--- src/rtl/intr_pkg.sv ---
// Shared types and helpers for the interrupt controller: sizes, FSM states,
// and the fixed-priority encoder used for winner selection.
package intr_pkg;

    localparam int N_IRQ_DEF = 6;
    localparam int CODE_W    = 3;
    localparam int ENC_W     = 1 << CODE_W;

    typedef enum logic [1:0] {
        IDLE = 2'd0,
        REQ  = 2'd1,
        SVC  = 2'd2
    } state_e;

    // Lowest set index wins; returns 0 when nothing is set.
    function automatic logic [CODE_W-1:0] prio_enc(input logic [ENC_W-1:0] vec);
        prio_enc = '0;
        for (int i = ENC_W - 1; i >= 0; i--) begin
            if (vec[i]) prio_enc = CODE_W'(i);
        end
    endfunction

endpackage

--- src/rtl/intr_debounce.sv ---
// One interrupt line: two-flop synchronizer, then a filter that accepts a new
// level only after it has been stable for DB_CYCLES cycles. Emits a rise pulse.
module intr_debounce
#(
    parameter int DB_CYCLES = 16
) (
    input  logic clock,
    input  logic reset_n,
    input  logic raw,
    output logic level,
    output logic rise
);

    localparam int CNT_W = (DB_CYCLES > 1) ? $clog2(DB_CYCLES) : 1;

    logic             sync1_q, sync2_q;
    logic             level_q, level_d;
    logic             rise_q, rise_d;
    logic [CNT_W-1:0] cnt_q, cnt_d;

    // Any cycle where the synchronized value agrees with the filter restarts the count.
    always_comb begin
        level_d = level_q;
        cnt_d   = '0;
        if (sync2_q != level_q) begin
            if (cnt_q == CNT_W'(DB_CYCLES - 1)) level_d = sync2_q;
            else                                cnt_d   = cnt_q + 1'b1;
        end
        rise_d = level_d & ~level_q;
    end

    always_ff @(posedge clock or negedge reset_n) begin
        if (!reset_n) begin
            sync1_q <= 1'b0;
            sync2_q <= 1'b0;
            level_q <= 1'b0;
            rise_q  <= 1'b0;
            cnt_q   <= '0;
        end else begin
            sync1_q <= raw;
            sync2_q <= sync1_q;
            level_q <= level_d;
            rise_q  <= rise_d;
            cnt_q   <= cnt_d;
        end
    end

    assign level = level_q;
    assign rise  = rise_q;

endmodule

--- src/rtl/intr_ctrl.sv ---
// Interrupt controller: per-line debounce, pending latch, software mask and a
// single-outstanding request/ack/eret handshake toward the CPU.
module intr_ctrl
    import intr_pkg::*;
#(
    parameter int N_IRQ     = N_IRQ_DEF,
    parameter int DB_CYCLES = 16
) (
    input  logic              clock,
    input  logic              reset_n,
    input  logic [N_IRQ-1:0]  intr_in,
    input  logic              mask_we,
    input  logic [N_IRQ-1:0]  mask_wdata,
    output logic [N_IRQ-1:0]  mask_q,
    output logic [N_IRQ-1:0]  pending_q,
    output logic [N_IRQ-1:0]  in_service_q,
    output logic              irq,
    output logic [CODE_W-1:0] irq_code,
    input  logic              ack,
    input  logic              eret
);

    logic [N_IRQ-1:0]  level, rise, set;
    logic [N_IRQ-1:0]  mask_d, pending_d, in_service_d;
    logic [N_IRQ-1:0]  req, cur, clr;
    logic [ENC_W-1:0]  req_ext;
    logic              irq_q, irq_d;
    logic [CODE_W-1:0] code_q, code_d;
    state_e            state_q, state_d;

    generate
        for (genvar g = 0; g < N_IRQ; g++) begin : g_line
            intr_debounce #(.DB_CYCLES(DB_CYCLES)) u_db (
                .clock   (clock),
                .reset_n (reset_n),
                .raw     (intr_in[g]),
                .level   (level[g]),
                .rise    (rise[g])
            );
        end
    endgenerate

    // A rise pulse is only ever produced alongside a high filtered level.
    assign set = rise & level;

    always_comb begin
        req                 = pending_q & mask_q;
        req_ext             = '0;
        req_ext[N_IRQ-1:0]  = req;
        cur                 = N_IRQ'(1) << code_q;
        state_d             = state_q;
        irq_d               = irq_q;
        code_d              = code_q;
        clr                 = '0;
        in_service_d        = in_service_q;
        mask_d              = mask_we ? mask_wdata : mask_q;

        case (state_q)
            IDLE: begin
                if (|req) begin
                    state_d = REQ;
                    irq_d   = 1'b1;
                    code_d  = prio_enc(req_ext);
                end
            end
            REQ: begin
                // Code stays frozen; a masked-away request is withdrawn, not cleared.
                if (ack) begin
                    state_d      = SVC;
                    irq_d        = 1'b0;
                    clr          = cur;
                    in_service_d = cur;
                end else if (!(|(req & cur))) begin
                    state_d = IDLE;
                    irq_d   = 1'b0;
                end
            end
            SVC: begin
                if (eret) begin
                    state_d      = IDLE;
                    in_service_d = '0;
                end
            end
            default: state_d = IDLE;
        endcase

        // New edge wins over the ack clear on the same bit.
        pending_d = (pending_q & ~clr) | set;
    end

    always_ff @(posedge clock or negedge reset_n) begin
        if (!reset_n) begin
            state_q      <= IDLE;
            mask_q       <= '0;
            pending_q    <= '0;
            in_service_q <= '0;
            irq_q        <= 1'b0;
            code_q       <= '0;
        end else begin
            state_q      <= state_d;
            mask_q       <= mask_d;
            pending_q    <= pending_d;
            in_service_q <= in_service_d;
            irq_q        <= irq_d;
            code_q       <= code_d;
        end
    end

    assign irq      = irq_q;
    assign irq_code = code_q;

endmodule
--- config.mk ---
export PLATFORM = sky130hd
export DESIGN_NAME = intr_ctrl
export DESIGN_NICKNAME = d
export VERILOG_FILES = /design/src/rtl/intr_pkg.sv /design/src/rtl/intr_debounce.sv /design/src/rtl/intr_ctrl.sv
export SDC_FILE = /design/constraint.sdc
export NUM_CORES = 1
export LEC_CHECK = 0
export ABC_CLOCK_PERIOD_IN_PS = 1500
export CELL_PAD_IN_SITES_DETAIL_PLACEMENT = 1
export CELL_PAD_IN_SITES_GLOBAL_PLACEMENT = 2
export CORE_ASPECT_RATIO = 0.8
export CORE_MARGIN = 1
export CORE_UTILIZATION = 39
export CTS_BUF_LIST = sky130_fd_sc_hd__clkbuf_8
export DETAILED_ROUTE_END_ITERATION = 12
export GPL_ROUTABILITY_DRIVEN = 0
export PLACE_DENSITY_LB_ADDON = 0.25
export SLEW_MARGIN = 20
export SYNTH_ARGS = -nofsm -noshare
export SYNTH_HDL_FRONTEND = slang
export SYNTH_HIERARCHICAL = 1
export SYNTH_SLANG_ARGS = --single-unit
--- constraint.sdc ---
create_clock -name clock -period 1.5 [get_ports clock]
set_input_delay 0.3 -clock clock [delete_from_list [all_inputs] [get_ports clock]]
set_output_delay 0.3 -clock clock [all_outputs]
set_load 0.02 [all_outputs]
# Word level (Yosys, flattened, before mapping)
# Index checks and enable logic that the tools add are counted.
[word_totals]
inputBits = 17
output_inout_bits = 22
word_cells = 132
register_bits = 72
[op_classes]
n_mux = 44
n_eq_ne = 18
bitwise_logic = 18
reduce_logical = 9
addsub = 6
shifts = 1
[ops]
columns = ["op", "n"]
rows = [
  ["two-way mux 4 bit", 12],
  ["adder 4 x 1 -> 4 bit (second input constant)", 6],
  ["bitwise AND 6 bit", 4],
  ["== test 4 bit (second input constant)", 6],
  ["two-way mux 6 bit", 4],
  ["two-way mux 3 bit", 6],
  ["two-way mux 1 bit", 15],
  ["one-hot mux 6 bit (2 select lines)", 1],
  ["OR reduction 6 bit", 2],
  ["AND reduction 3 bit", 3],
  ["two-way mux 2 bit", 4],
  ["bitwise AND 1 bit", 6],
  ["inequality test 1 bit", 6],
  ["inequality test 2 bit (second input constant)", 3],
  ["NOT 1 bit", 6],
  ["NOT 6 bit", 1],
  ["OR 6 bit", 1],
  ["one-hot mux 2 bit (3 select lines)", 1],
  ["<< shifter 1 x 3 -> 6 bit (first input constant)", 1],
  ["nonzero test 2 bit", 2],
  ["inequality test 3 bit (second input constant)", 1],
  ["== test 2 x 1 -> 1 bit (second input constant)", 1],
  ["== test 2 bit (second input constant)", 1],
  ["logical NOT 2 bit", 1],
  ["2 further kinds", 2],
]

# Logic depth before layout (Yosys ltp)
[logic_depth]
word_depth = 7
ltp_mapped = 5
ltp_nobuf = 4

# Hierarchy
# The synthesis kept the hierarchy.
[modules_own_cells]
columns = ["mod", "n_inst", "area_each_um2", "cells_per_inst", "seq_area_each_um2"]
rows = [
  ["intr_debounce", 6, 302.8, 20, 200.2],
  ["intr_ctrl", 1, 1088.5, 101, 600.6],
]

# Least setup slack after synthesis
# No wires, ideal clock.
[synth_timing]
kind = "reg-to-reg"
from = "reg code_q[0], in the netlist irq_code[0]"
to = "reg state_q[0]"
n_path_buf = 1
path_slack_ns = 0.174
period_less_slack_ns = 1.326
setup_ns = 0.127
arrival_time_ns = 1.199
required_ns = 1.373
path_stages_with_launch = 6
cell_sequence = "dfrtp_1 > buf_2 > inv_1 > o211ai_1 > a221oi_1 > o31ai_1"
[synth_between]
elab_chain_cells = 5
[synth_lines]
columns = ["element", "line", "rtl"]
rows = [
  ["from (decl)", "intr_ctrl.sv:28", "logic [CODE_W-1:0] code_q, code_d;"],
  ["from (signal assigned)", "intr_ctrl.sv:105", "code_q <= code_d;"],
  ["<< shifter 1 x 3 -> 6 bit", "intr_ctrl.sv:50", "cur = N_IRQ'(1) << code_q;"],
  ["bitwise AND 6 bit", "intr_ctrl.sv:73", "end else if (!(|(req & cur))) begin"],
  ["OR reduction 6 bit", "intr_ctrl.sv:73", ""],
  ["inequality test 3 bit (no source line)", "n/a", ""],
  ["AND reduction 3 bit (no source line)", "n/a", ""],
  ["to (signal assigned)", "intr_ctrl.sv:100", "state_q <= state_d;"],
  ["to (decl)", "intr_ctrl.sv:29", "state_e state_q, state_d;"],
]
# Every way passes these cells.
# A chain may end at the register's enable or synchronous reset.

# Worst setup path after layout
[layout_timing]
from = "reg code_q[0], in the netlist irq_code[0]"
to = "out irq_code[0]"
[layout_rtl]
columns = ["element", "line", "rtl"]
rows = [
  ["to (decl)", "intr_ctrl.sv:18", "output logic [CODE_W-1:0] irq_code,"],
]
# No word-level cell between the ends.

==> results <==
==> power by group <==
group          switching, mW  leakage [nW]  internal, mW
clock network          0.703         0.128          1.14
registers             0.0694         0.947          2.01
logic                  0.126         0.745         0.135
total                  0.898          1.82          3.29
==> worst max-delay path by stage <==
| stage | startpoint | to | cells after the start |
|---|---|---|---|
| finish | irq_code[0] | irq_code[0] | 1 |
| floorplan | irq_code[0] | state_q[0] | 5 |
| detailed placement | ack | pending_q[3] | 6 |
| CTS | irq_code[0] | irq_code[0] | 1 |
| global route | pending_q[1] | pending_q[1] | 1 |
| global placement | ack | pending_q[3] | 6 |
==> final cells by class <==
type | count | area share (%)
Clock buffer | 10 | 3.68
Clock inverter | 6 | 2.88
Inverter | 3 | 0.301
Multi-Input combinational cell | 144 | 29.0
Sequential cell | 72 | 48.2
Tap cell | 87 | 2.91
Timing Repair Buffer | 55 | 13.1
==> worst register-to-register path: cells and delay by family, from the launching register on <==
kind,cells,cell delay [ps]
flops,1,450
mux,1,180
compound gates,1,250
simple gates,2,370
==> layout by cell type (no fill, tap or decap), types with 2 or more instances in the layout <==
master	count
a21o_1	6
a21oi_1	5
a22o_1	6
a311oi_1	6
a31oi_1	6
buf_4	15
bufinv_16	3
clkbuf_8	10
clkdlybuf4s50_1	15
dfrtp_1	71
dlygate4sd2_1	22
ha_1	6
inv_1	4
mux2_2	6
mux2_4	6
nand2_1	22
nand2b_1	2
nand3_1	6
nand3_2	6
nor2_1	11
nor2b_1	6
nor3b_1	12
o31ai_1	2
xnor2_1	12
==> flip-flops by register name (all words and copies together) (netlist names) <==
name and flops:
irq_code 3, state_q 2, mask_q 6, g_line.u_db/cnt_q 24, g_line.u_db/sync2_q 6, in_service_q 6
g_line.u_db/sync1_q 6, irq 1, g_line.u_db/level 6, g_line.u_db/rise 6, pending_q 6
==> cell families (layout without fill, tap and decap cells) <==
group | count (synthesis) | in the layout | share of synthesized area, %
simple gates | 73 | 73 | 14.8
buf+inv | 5 | 74 | 0.689
mux | 13 | 13 | 5.77
compound gates | 40 | 40 | 10.6
fa+ha+maj | 6 | 6 | 2.58
flops | 72 | 72 | 62.0
xor+xnor | 12 | 12 | 3.62
==> routing by layer <==
layer  vias up  part of all wire, %  track usage, %
met5         -                    0               0
met4         0                  1.2            5.82
met3         6                  4.6            5.90
met2        40                   45            25.9
met1       975                   50            24.2
li1        922                    -               -
==> through the flow <==
step           hold WS (ps)  power [mW]  worst slack, ps  utilization, %
2_1_floorplan          4.41        2.23              174               -
3_3_place_gp            332        2.39            -64.8            50.0
3_5_place_dp            336        2.40            -86.4            50.0
4_1_cts                 353        4.26             1.02            53.2
5_1_grt                 360        4.39             16.6            53.3
6_report                349        4.19             54.3            53.3
==> repair_timing <==
action	4_1_cts	5_1_grt
pin swaps	0	0
hold buffers	1	0
resized for setup	22	1
setup endpoints to repair	22	1
gates cloned	0	0
endpoints found under the hold margin	72	0
==> summary.txt <==
STA
  – Highest clock rate: 692 MHz
  – Fin crit period: roughly 1400 ps
  – Clk_skew: 10.2 ps
  – Unrepaired setup endpoints after global routing: no
  – Slew @ Worst Pin: a little under 400 ps
  – Post-route clock period utilization: 96.4%
  – Slew headroom: 73.9%
  – TNS Setup: 0 ps
  – Slew Limit Fails: 0
  – Setup Viol. Count Final: 0
  – Final hold violation count: 0

GRT
  – Global Route Usage Sum: 17.5%
  – Largest net degree at the start of global routing: 73
  – Vias in the first global route: 2,029
  – First-pass GRT wire length: 10,300 um
  – Initial antenna violation count: 0
  – Overflow after GRT: 0

Setup path
  – Kind of critical path: reg2out
  – R2r setup slk: 160 ps
  – Arrival time worst endpoint: 1150 ps
  – Crit-path slowest cell: dfrtp_2
  – Source of the worst register-to-register timing path: state_q[0]
  – Worst EP required: between 1000 and 1500 ps
  – Reg2reg end: irq_code[0]
  – Crit Path Max Fanout: 7
  – CP max stage delay: 460 ps
  – Critical path buffers and inverters: 1
  – CP Capture Type: output pin
  – Worst path top cell family by delay: flip-flops
  – Cells along the critical path: dlygate4sd2_1
  – CP startpoint kind: register
  – R2R cell count: 4

Power
  – Leakage: ~1.8 nW
  – Peak VDD IR: 0.000888 V
  – Power density cells: 1120 nW/um2

Die
  – Initial Utilization: 41.3%
  – Rows: 27
  – Chip width: 98.5 um
  – Die area: 7800 um2
  – Top-level I/O count: 39
  – CORE AREA: 7030 um2
  – Die Ht: 79.2 um

Worst hold path
  – Hold depth: 0
  – Worst hold path type: reg2reg
  – Hold path endpoint: g_line[3].u_db/sync2_q
  – HP Start: g_line[3].u_db/sync1_q

Clocking
  – CTS Root Cell: clkbuf_8
  – Post-CTS setup buffers: 0
  – Cts bufs inserted: 9
  – Skew-Pair Late Insertion Delay: 340 ps
  – Clock Sinks: 72
  – CTS tree: yes
  – Clk slew on worst S/H paths: 70 ps
  – H-tree depth: 3
  – Max Buffers Root-to-Sink: 2

Routing
  – Vias per cell: 5.15
  – DRC errors left: 0
  – Antenna-violating nets left: 0
  – Avg WL per Cell: about 16 um
  – Total number of vias: 1,943
  – Final WL: 5890 um
  – TritonRoute pass-1 iters: 6
  – Drt initial violations: 63

Cells and area
  – Area of the multi-input gates: 1080 um2
  – Layout overhead on the synthesized area: 28.8%
  – Share of layout cells above drive strength 1: 19.7%
  – Finished Cell Area: 3740 um2
  – Antenna cell count: 0
  – Reg area: 1800 um2
  – Fillers: 729
  – Fin cells: 377
  – Layout Nets: 308

Synthesis
  – Syn_area_per_cell: 13.1 um2
  – Mapped Nets: 244
  – Synth top area cells: dfrtp_1 62%, xnor2_1 3.6%, mux2_4 3.1%, nor3b_1 3.1%, nand2_1 2.8%
  – Sequential-to-total area share from yosys stat: 62.0%
  – Synthesis warning total: 6
  – Yosys reg bits: 72
  – Cell Area, Synth: 2910 um2
  – Synth Flop Type: dfrtp_1
  – Netlist cell types: 39
  – Post-synth top area share: between 60% and 70%
  – Post-synth top area cell: dfrtp_1
  – Synth async-reset ratio: 100%
  – Top cells by count, synth: 72 x dfrtp_1, 22 x nand2_1, 12 x nor3b_1, 12 x xnor2_1, 11 x nor2_1
  – EDFF count, synth: 0
  – Top-count cell post-synth: dfrtp_1
  – Cells after synthesis: 221

Place
  – Post-DP Area: 3510 um2
  – Placed cell count: 360
  – Final HPWL DP: around 4200 um
  – Port Buffers: 38

Status
  – Status: finished clean

Job
  – Max-Cap Viols: 0
Note: power is estimated with default switching activity, not from simulation.
